[src/rtl/seg7_pkg.sv]
// Shared types and segment encoding for the serial 7-segment display driver.
package seg7_pkg;
  typedef enum logic [1:0] {IDLE, LOAD, SHIFT, LATCH} state_e;

  localparam logic [7:0] SEG_BLANK = 8'hFF;

  // Active-low {dp,g,f,e,d,c,b,a}; dp is left off here and applied by the encoder.
  function automatic logic [7:0] hex_to_seg(input logic [3:0] h);
    case (h)
      4'h0: hex_to_seg = 8'hC0;
      4'h1: hex_to_seg = 8'hF9;
      4'h2: hex_to_seg = 8'hA4;
      4'h3: hex_to_seg = 8'hB0;
      4'h4: hex_to_seg = 8'h99;
      4'h5: hex_to_seg = 8'h92;
      4'h6: hex_to_seg = 8'h82;
      4'h7: hex_to_seg = 8'hF8;
      4'h8: hex_to_seg = 8'h80;
      4'h9: hex_to_seg = 8'h90;
      4'hA: hex_to_seg = 8'h88;
      4'hB: hex_to_seg = 8'h83;
      4'hC: hex_to_seg = 8'hC6;
      4'hD: hex_to_seg = 8'hA1;
      4'hE: hex_to_seg = 8'h86;
      default: hex_to_seg = 8'h8E;
    endcase
  endfunction
endpackage

[src/rtl/seg7_digit_encoder.sv]
// One digit: hex + decimal point + blank -> active-low segment byte.
module seg7_digit_encoder
  import seg7_pkg::*;
(
  input  logic [3:0] hex,
  input  logic       point,
  input  logic       blank,
  output logic [7:0] seg
);
  always_comb begin
    seg = hex_to_seg(hex);
    if (point) seg[7] = 1'b0;
    if (blank) seg = SEG_BLANK;
  end
endmodule

[src/rtl/seg7_serial_driver.sv]
// Serial driver for a chained shift-register 7-segment display: snapshot, encode,
// shift out MSB (leftmost digit dp) first, then pulse the latch line.
module seg7_serial_driver
  import seg7_pkg::*;
#(
  parameter int DIGITS       = 8,
  parameter int CLK_DIV      = 2,
  parameter int REFRESH_BITS = 21,
  parameter int FLASH_BITS   = 24
) (
  input  logic                  clk,
  input  logic                  rst,
  input  logic                  start,
  input  logic [4*DIGITS-1:0]   hexs,
  input  logic [DIGITS-1:0]     point,
  input  logic [DIGITS-1:0]     les,
  input  logic                  flash_en,
  input  logic                  lz_blank,
  output logic                  busy,
  output logic                  done,
  output logic                  seg_clk,
  output logic                  seg_sout,
  output logic                  seg_pen,
  output logic                  seg_clrn
);
  localparam int NBITS = 8 * DIGITS;
  localparam int BIT_W = $clog2(NBITS);
  localparam int DIV_W = (CLK_DIV > 1) ? $clog2(CLK_DIV) : 1;

  state_e                  state_q, state_d;
  logic                    pending_q, pending_d, half_q, half_d;
  logic [DIV_W-1:0]        div_q, div_d;
  logic [BIT_W-1:0]        bit_q, bit_d;
  logic [NBITS-1:0]        shreg_q, shreg_d;
  logic                    busy_q, busy_d, done_q, done_d;
  logic                    seg_clk_q, seg_clk_d, seg_sout_q, seg_sout_d;
  logic                    seg_pen_q, seg_pen_d, seg_clrn_q;
  logic [FLASH_BITS-1:0]   flash_q, flash_d;
  logic                    refresh_tick, req, flash_phase;
  logic [DIGITS-1:0]       lz_mask, blank;
  logic [DIGITS-1:0][7:0]  enc;

  generate
    if (REFRESH_BITS > 0) begin : g_refresh
      logic [REFRESH_BITS-1:0] refresh_q, refresh_d;
      assign refresh_d    = refresh_q + 1'b1;
      assign refresh_tick = &refresh_q;
      always_ff @(posedge clk or posedge rst) begin
        if (rst) refresh_q <= '0;
        else     refresh_q <= refresh_d;
      end
    end else begin : g_no_refresh
      assign refresh_tick = 1'b0;
    end
  endgenerate

  assign flash_d     = flash_q + 1'b1;
  assign flash_phase = flash_q[FLASH_BITS-1];

  // A digit is LZ-blanked only if it and every digit to its left are zero.
  always_comb begin
    logic above_zero;
    above_zero = 1'b1;
    lz_mask    = '0;
    for (int i = DIGITS - 1; i >= 0; i--) begin
      above_zero = above_zero & (hexs[4*i +: 4] == 4'h0);
      if (i != 0) lz_mask[i] = lz_blank & above_zero;
    end
    blank = lz_mask | ({DIGITS{flash_en & flash_phase}} & les);
  end

  for (genvar i = 0; i < DIGITS; i++) begin : g_digit
    seg7_digit_encoder u_enc (
      .hex   (hexs[4*i +: 4]),
      .point (point[i]),
      .blank (blank[i]),
      .seg   (enc[i])
    );
  end

  assign req = start | refresh_tick;

  always_comb begin
    state_d    = state_q;
    pending_d  = pending_q;
    half_d     = half_q;
    div_d      = div_q;
    bit_d      = bit_q;
    shreg_d    = shreg_q;
    busy_d     = busy_q;
    done_d     = 1'b0;
    seg_clk_d  = seg_clk_q;
    seg_sout_d = seg_sout_q;
    seg_pen_d  = seg_pen_q;
    case (state_q)
      IDLE: if (req) begin
        state_d = LOAD;
        busy_d  = 1'b1;
      end
      LOAD: begin
        if (req) pending_d = 1'b1;
        state_d    = SHIFT;
        shreg_d    = enc << 1;
        seg_sout_d = enc[DIGITS-1][7];
        seg_clk_d  = 1'b0;
        seg_pen_d  = 1'b0;
        div_d      = '0;
        half_d     = 1'b0;
        bit_d      = '0;
      end
      SHIFT: begin
        if (req) pending_d = 1'b1;
        if (div_q == DIV_W'(CLK_DIV - 1)) begin
          div_d = '0;
          if (!half_q) begin
            half_d    = 1'b1;
            seg_clk_d = 1'b1;
          end else if (bit_q == BIT_W'(NBITS - 1)) begin
            state_d    = LATCH;
            seg_pen_d  = 1'b1;
            seg_sout_d = 1'b1;
            done_d     = 1'b1;
          end else begin
            half_d     = 1'b0;
            bit_d      = bit_q + 1'b1;
            seg_clk_d  = 1'b0;
            seg_sout_d = shreg_q[NBITS-1];
            shreg_d    = shreg_q << 1;
          end
        end else begin
          div_d = div_q + 1'b1;
        end
      end
      default: begin
        // A request arriving in the latch cycle is folded into the pending slot.
        if (pending_q || req) begin
          state_d   = LOAD;
          pending_d = 1'b0;
        end else begin
          state_d = IDLE;
          busy_d  = 1'b0;
        end
      end
    endcase
  end

  always_ff @(posedge clk or posedge rst) begin
    if (rst) begin
      state_q    <= IDLE;
      pending_q  <= 1'b0;
      half_q     <= 1'b0;
      div_q      <= '0;
      bit_q      <= '0;
      shreg_q    <= '0;
      busy_q     <= 1'b0;
      done_q     <= 1'b0;
      seg_clk_q  <= 1'b1;
      seg_sout_q <= 1'b1;
      seg_pen_q  <= 1'b0;
      seg_clrn_q <= 1'b0;
      flash_q    <= '0;
    end else begin
      state_q    <= state_d;
      pending_q  <= pending_d;
      half_q     <= half_d;
      div_q      <= div_d;
      bit_q      <= bit_d;
      shreg_q    <= shreg_d;
      busy_q     <= busy_d;
      done_q     <= done_d;
      seg_clk_q  <= seg_clk_d;
      seg_sout_q <= seg_sout_d;
      seg_pen_q  <= seg_pen_d;
      seg_clrn_q <= 1'b1;
      flash_q    <= flash_d;
    end
  end

  assign busy     = busy_q;
  assign done     = done_q;
  assign seg_clk  = seg_clk_q;
  assign seg_sout = seg_sout_q;
  assign seg_pen  = seg_pen_q;
  assign seg_clrn = seg_clrn_q;
endmodule

[config.mk]
export PLATFORM = sky130hd
export DESIGN_NAME = seg7_serial_driver
export DESIGN_NICKNAME = d
export VERILOG_FILES = /design/src/rtl/seg7_pkg.sv /design/src/rtl/seg7_digit_encoder.sv /design/src/rtl/seg7_serial_driver.sv
export SDC_FILE = /design/constraint.sdc
export NUM_CORES = 1
export LEC_CHECK = 0
export BUFFER_PORTS_ARGS = -buffer_cell sky130_fd_sc_hd__buf_2
export CORE_UTILIZATION = 40
export CTS_BUF_LIST = sky130_fd_sc_hd__clkbuf_8
export DETAILED_ROUTE_END_ITERATION = 8
export GPL_ROUTABILITY_DRIVEN = 0
export HOLD_SLACK_MARGIN = 0.03
export SYNTH_ARGS = -nofsm -noshare
export SYNTH_HDL_FRONTEND = slang
export SYNTH_SLANG_ARGS = --single-unit
[constraint.sdc]
create_clock -name clk -period 3.98 [get_ports clk]
set_input_delay 0.199 -clock clk [delete_from_list [all_inputs] [get_ports clk]]
set_output_delay 0.199 -clock clk [all_outputs]
set_load 0.01 [all_outputs]
==> results_dict.tcl <==
set metrics [dict create \
    outcome "finished clean" \
    yosys.cell_count.top_type "dfrtp_1" \
    slew_headroom 0.333 \
    fmax_mhz 345 \
    crit_top_cell "inv_1" \
    synth_edf_count 0 \
    gr-usage-all-layers 0.189 \
    max_stage_delay_ns 0.67 \
    ctsLongestPathBuffers 2 \
    hold_path_class "in2reg" \
    hp-start "point[7]" \
    place_hpwl_mm 12.5 \
    place_area_um2 8140 \
    grt_pass1_wl_mm 29.8 \
    final.min_clock_period_ns 2.90 \
    period_share 0.728 \
    dp_slack_ns 1.09 \
    reg2reg_depth 7 \
    postSynthCellCount 834 \
    syn_area_per_cell_um2 9.15 \
    fin_total_pwr_w 0.00272 \
    hold_violations 0 \
    yosys-top-cells-count "dfrtp_1 (123), nand2_1 (88), a21oi_1 (66), nor2_1 (57), o21ai_0 (56)" \
    cp.required_ns 4.32 \
    arrival_ns 3.24 \
    maxSlewViolCount 0 \
    r2r_end "shreg_q[62]" \
    synth_cell_types 66 \
    pwr-share-clk 0.433 \
    p_sw_frac 0.237 \
    critical_path.endpoint_type "flip-flop" \
    power.internal_w 0.00207 \
    crit_fanout 32 \
    p_comb_frac 0.091 \
    insertion_delay_ns 0.44 \
    cts_setup_buffers 0 \
    rows 50 \
    antenna_found_initial 0 \
    cts_made_buffers 17 \
    first_global_vias 5896 \
    final_cells 1131 \
    drc 0 \
    area_growth_pct 12.7 \
    numPortBuffers 58 \
    dieArea_um2 19600 \
    syn-num-nets 936 \
    chipWidth_um 140 \
    core_um2 18700 \
    rsz0062_at_grt "false" \
    r2r-start "state_q[0]" \
    wl_per_cell_um 15.5 \
    setup_viol 0 \
    critPathSlowestCell "o21ai_4" \
    fin_nets 986 \
    netlist_area_um2 7630 \
    worst-slew-pin-transition_ns 0.996 \
    root_buffer "clkbuf_8" \
    grt_max_degree 59 \
    setup_ws_ns 1.08 \
    drt_pass1_iterations 5 \
    vias 6248 \
    fin_area_um2 8610 \
    seqPwrFrac 0.476 \
    power_switching_w 0.000645 \
    drt_iter0_markers 334 \
    dpl.cell_count 1095 \
    diodes 0 \
    ys_top_cells_by_area "dfrtp_1 (40%), ha_1 (8.0%), a21oi_1 (4.3%)" \
    h-tree-depth 4 \
    ir_drop_mv 0.168 \
    path_class "reg2reg" \
    io_pins 59 \
    clkSinkCount 125 \
    grt-ovfl-total 0 \
    yosys.area.top_type "dfrtp_1" \
    crit_path_end "shreg_q[62]" \
    wirelength_mm 17.5 \
    p_per_area_nw_per_um2 316 \
    cp-start-kind "flip-flop" \
    vias_per_cell 5.52 \
    setup_tns_ns 0 \
    tritoncts "yes" \
    netlist.area_leader.share 0.403 \
    yosysSeqAreaShare 0.410 \
    drtAntennaViolNets 0 \
    clkSlewWorstSetupHoldPaths_ns 0.07 \
    drive_gt1_frac 0.144 \
    synth_seq_cells 125 \
    r2r_setup_slack_ns 1.08 \
    synth_flop_cell "dfrtp_1" \
    synth_warnings 0 \
    total_leakage_power_nw 4.05 \
    initial_core_util 0.408 \
    finClkSkew_ns 0.00564 \
    crit_path_start "state_q[0]" \
    die_h_um 140 \
    async_flop_share 1.00 \
    path_cells "inv_1 -> ha_2 -> inv_1 -> o21ai_4 -> buf_4 -> a221oi_1 -> a21o_1" \
    max-cap-violations 0 \
]
## worst max-delay path: cells and delay by family, from the launching register on
family / cells / cell delay (ns)
adder cells (fa/ha/maj): 1 / 0.56
buffers and inverters: 3 / 0.89
AO/OA/AOI/OAI: 3 / 0.92
flip-flops: 1 / 0.41
## layout by cell type, fill, tap and decap left out, types with 3 or more instances in the layout
master,netlist,layout
a211oi_1,6,6
a21o_1,6,6
a21oi_1,66,66
a221oi_1,12,12
a22o_1,6,6
a31oi_1,10,10
and3_1,15,15
and4_1,3,3
buf_2,6,58
buf_4,0,8
bufinv_16,0,3
clkbuf_8,0,22
dfrtp_1,123,123
dlygate4sd3_1,0,4
ha_1,49,48
inv_1,48,52
mux2_2,7,7
mux2i_1,18,18
mux4_2,5,5
nand2_1,88,88
nand2b_1,8,8
nand3_1,26,26
nand3b_1,3,3
nand4_1,14,14
nor2_1,57,57
nor2b_1,8,8
nor3_1,19,19
nor3b_1,5,5
o211ai_1,7,7
o21ai_0,56,56
o22ai_1,31,31
o32ai_1,3,3
or3_1,4,4
xnor2_1,25,25
xor2_1,19,19
## final cells by class
class / count / area, µm²
fillers: 1807 / 10100
well taps: 234 / 293
inverters: 48 / 183
clock buffers: 22 / 303
clock inverters: 10 / 121
repair buffers: 70 / 390
multi-input cells: 622 / 4190
flip-flops and latches: 125 / 3130
## how the worst min path moves through the flow
stage / cells after the start / endpoint / slack [ns]
2_1_floorplan: 1 / shreg_q[24] / 0.29
3_3_place_gp: 2 / flash_q[18] / 0.38
3_5_place_dp: 2 / g_refresh.refresh_q[1] / 0.38
4_1_cts: 3 / seg_sout / 0.04
5_1_grt: 3 / shreg_q[40] / 0.08
6_report: 3 / seg_sout / 0.06
## cell families after synthesis
kind of cell	synth area share
AO/OA/AOI/OAI	0.197
XOR/XNOR	0.0505
other	0.000491
adder cells (fa/ha/maj)	0.0803
AND/OR/NAND/NOR	0.167
flip-flops	0.410
multiplexers	0.0506
buffers and inverters	0.0438
## power groups by stage
stage               Sequential [W]  Clock [W]  Combinational (W)
global route               0.00130    0.00127           0.000283
global placement           0.00132          0           0.000245
floorplan                  0.00132          0           0.000162
detailed placement         0.00132          0           0.000247
finish                     0.00130    0.00118           0.000248
CTS                        0.00129    0.00120           0.000251
## through the flow
stage	hold WS, ns	utilization
6_report	0.0616	0.460
5_1_grt	0.0843	0.460
4_1_cts	0.0415	0.460
3_5_place_dp	0.379	0.435
3_3_place_gp	0.375	0.435
2_1_floorplan	0.286	-
## state kept, by name, summed over array words and instances, names as in the netlist
signal               count
done                     1
seg_clk                  1
busy                     1
seg_sout                 1
flash_q                 24
state_q                  2
g_refresh.refresh_q     21
half_q                   1
seg_clrn                 1
seg_pen                  1
div_q                    1
pending_q                1
bit_q                    6
shreg_q                 63
## metal layers
metal	wire length, µm	track usage	vias to the layer above
met1	8930	0.271	3002
met3	584	0.0362	19
met4	240	0.0642	0
li1	-	-	3115
met2	7760	0.286	112
met5	0	0	-
## timing repair
action,in CTS,in global routing
hold endpoints to repair,58,0
resized for setup,0,0
hold buffers,4,0
Power figures use the tool's default switching activity.
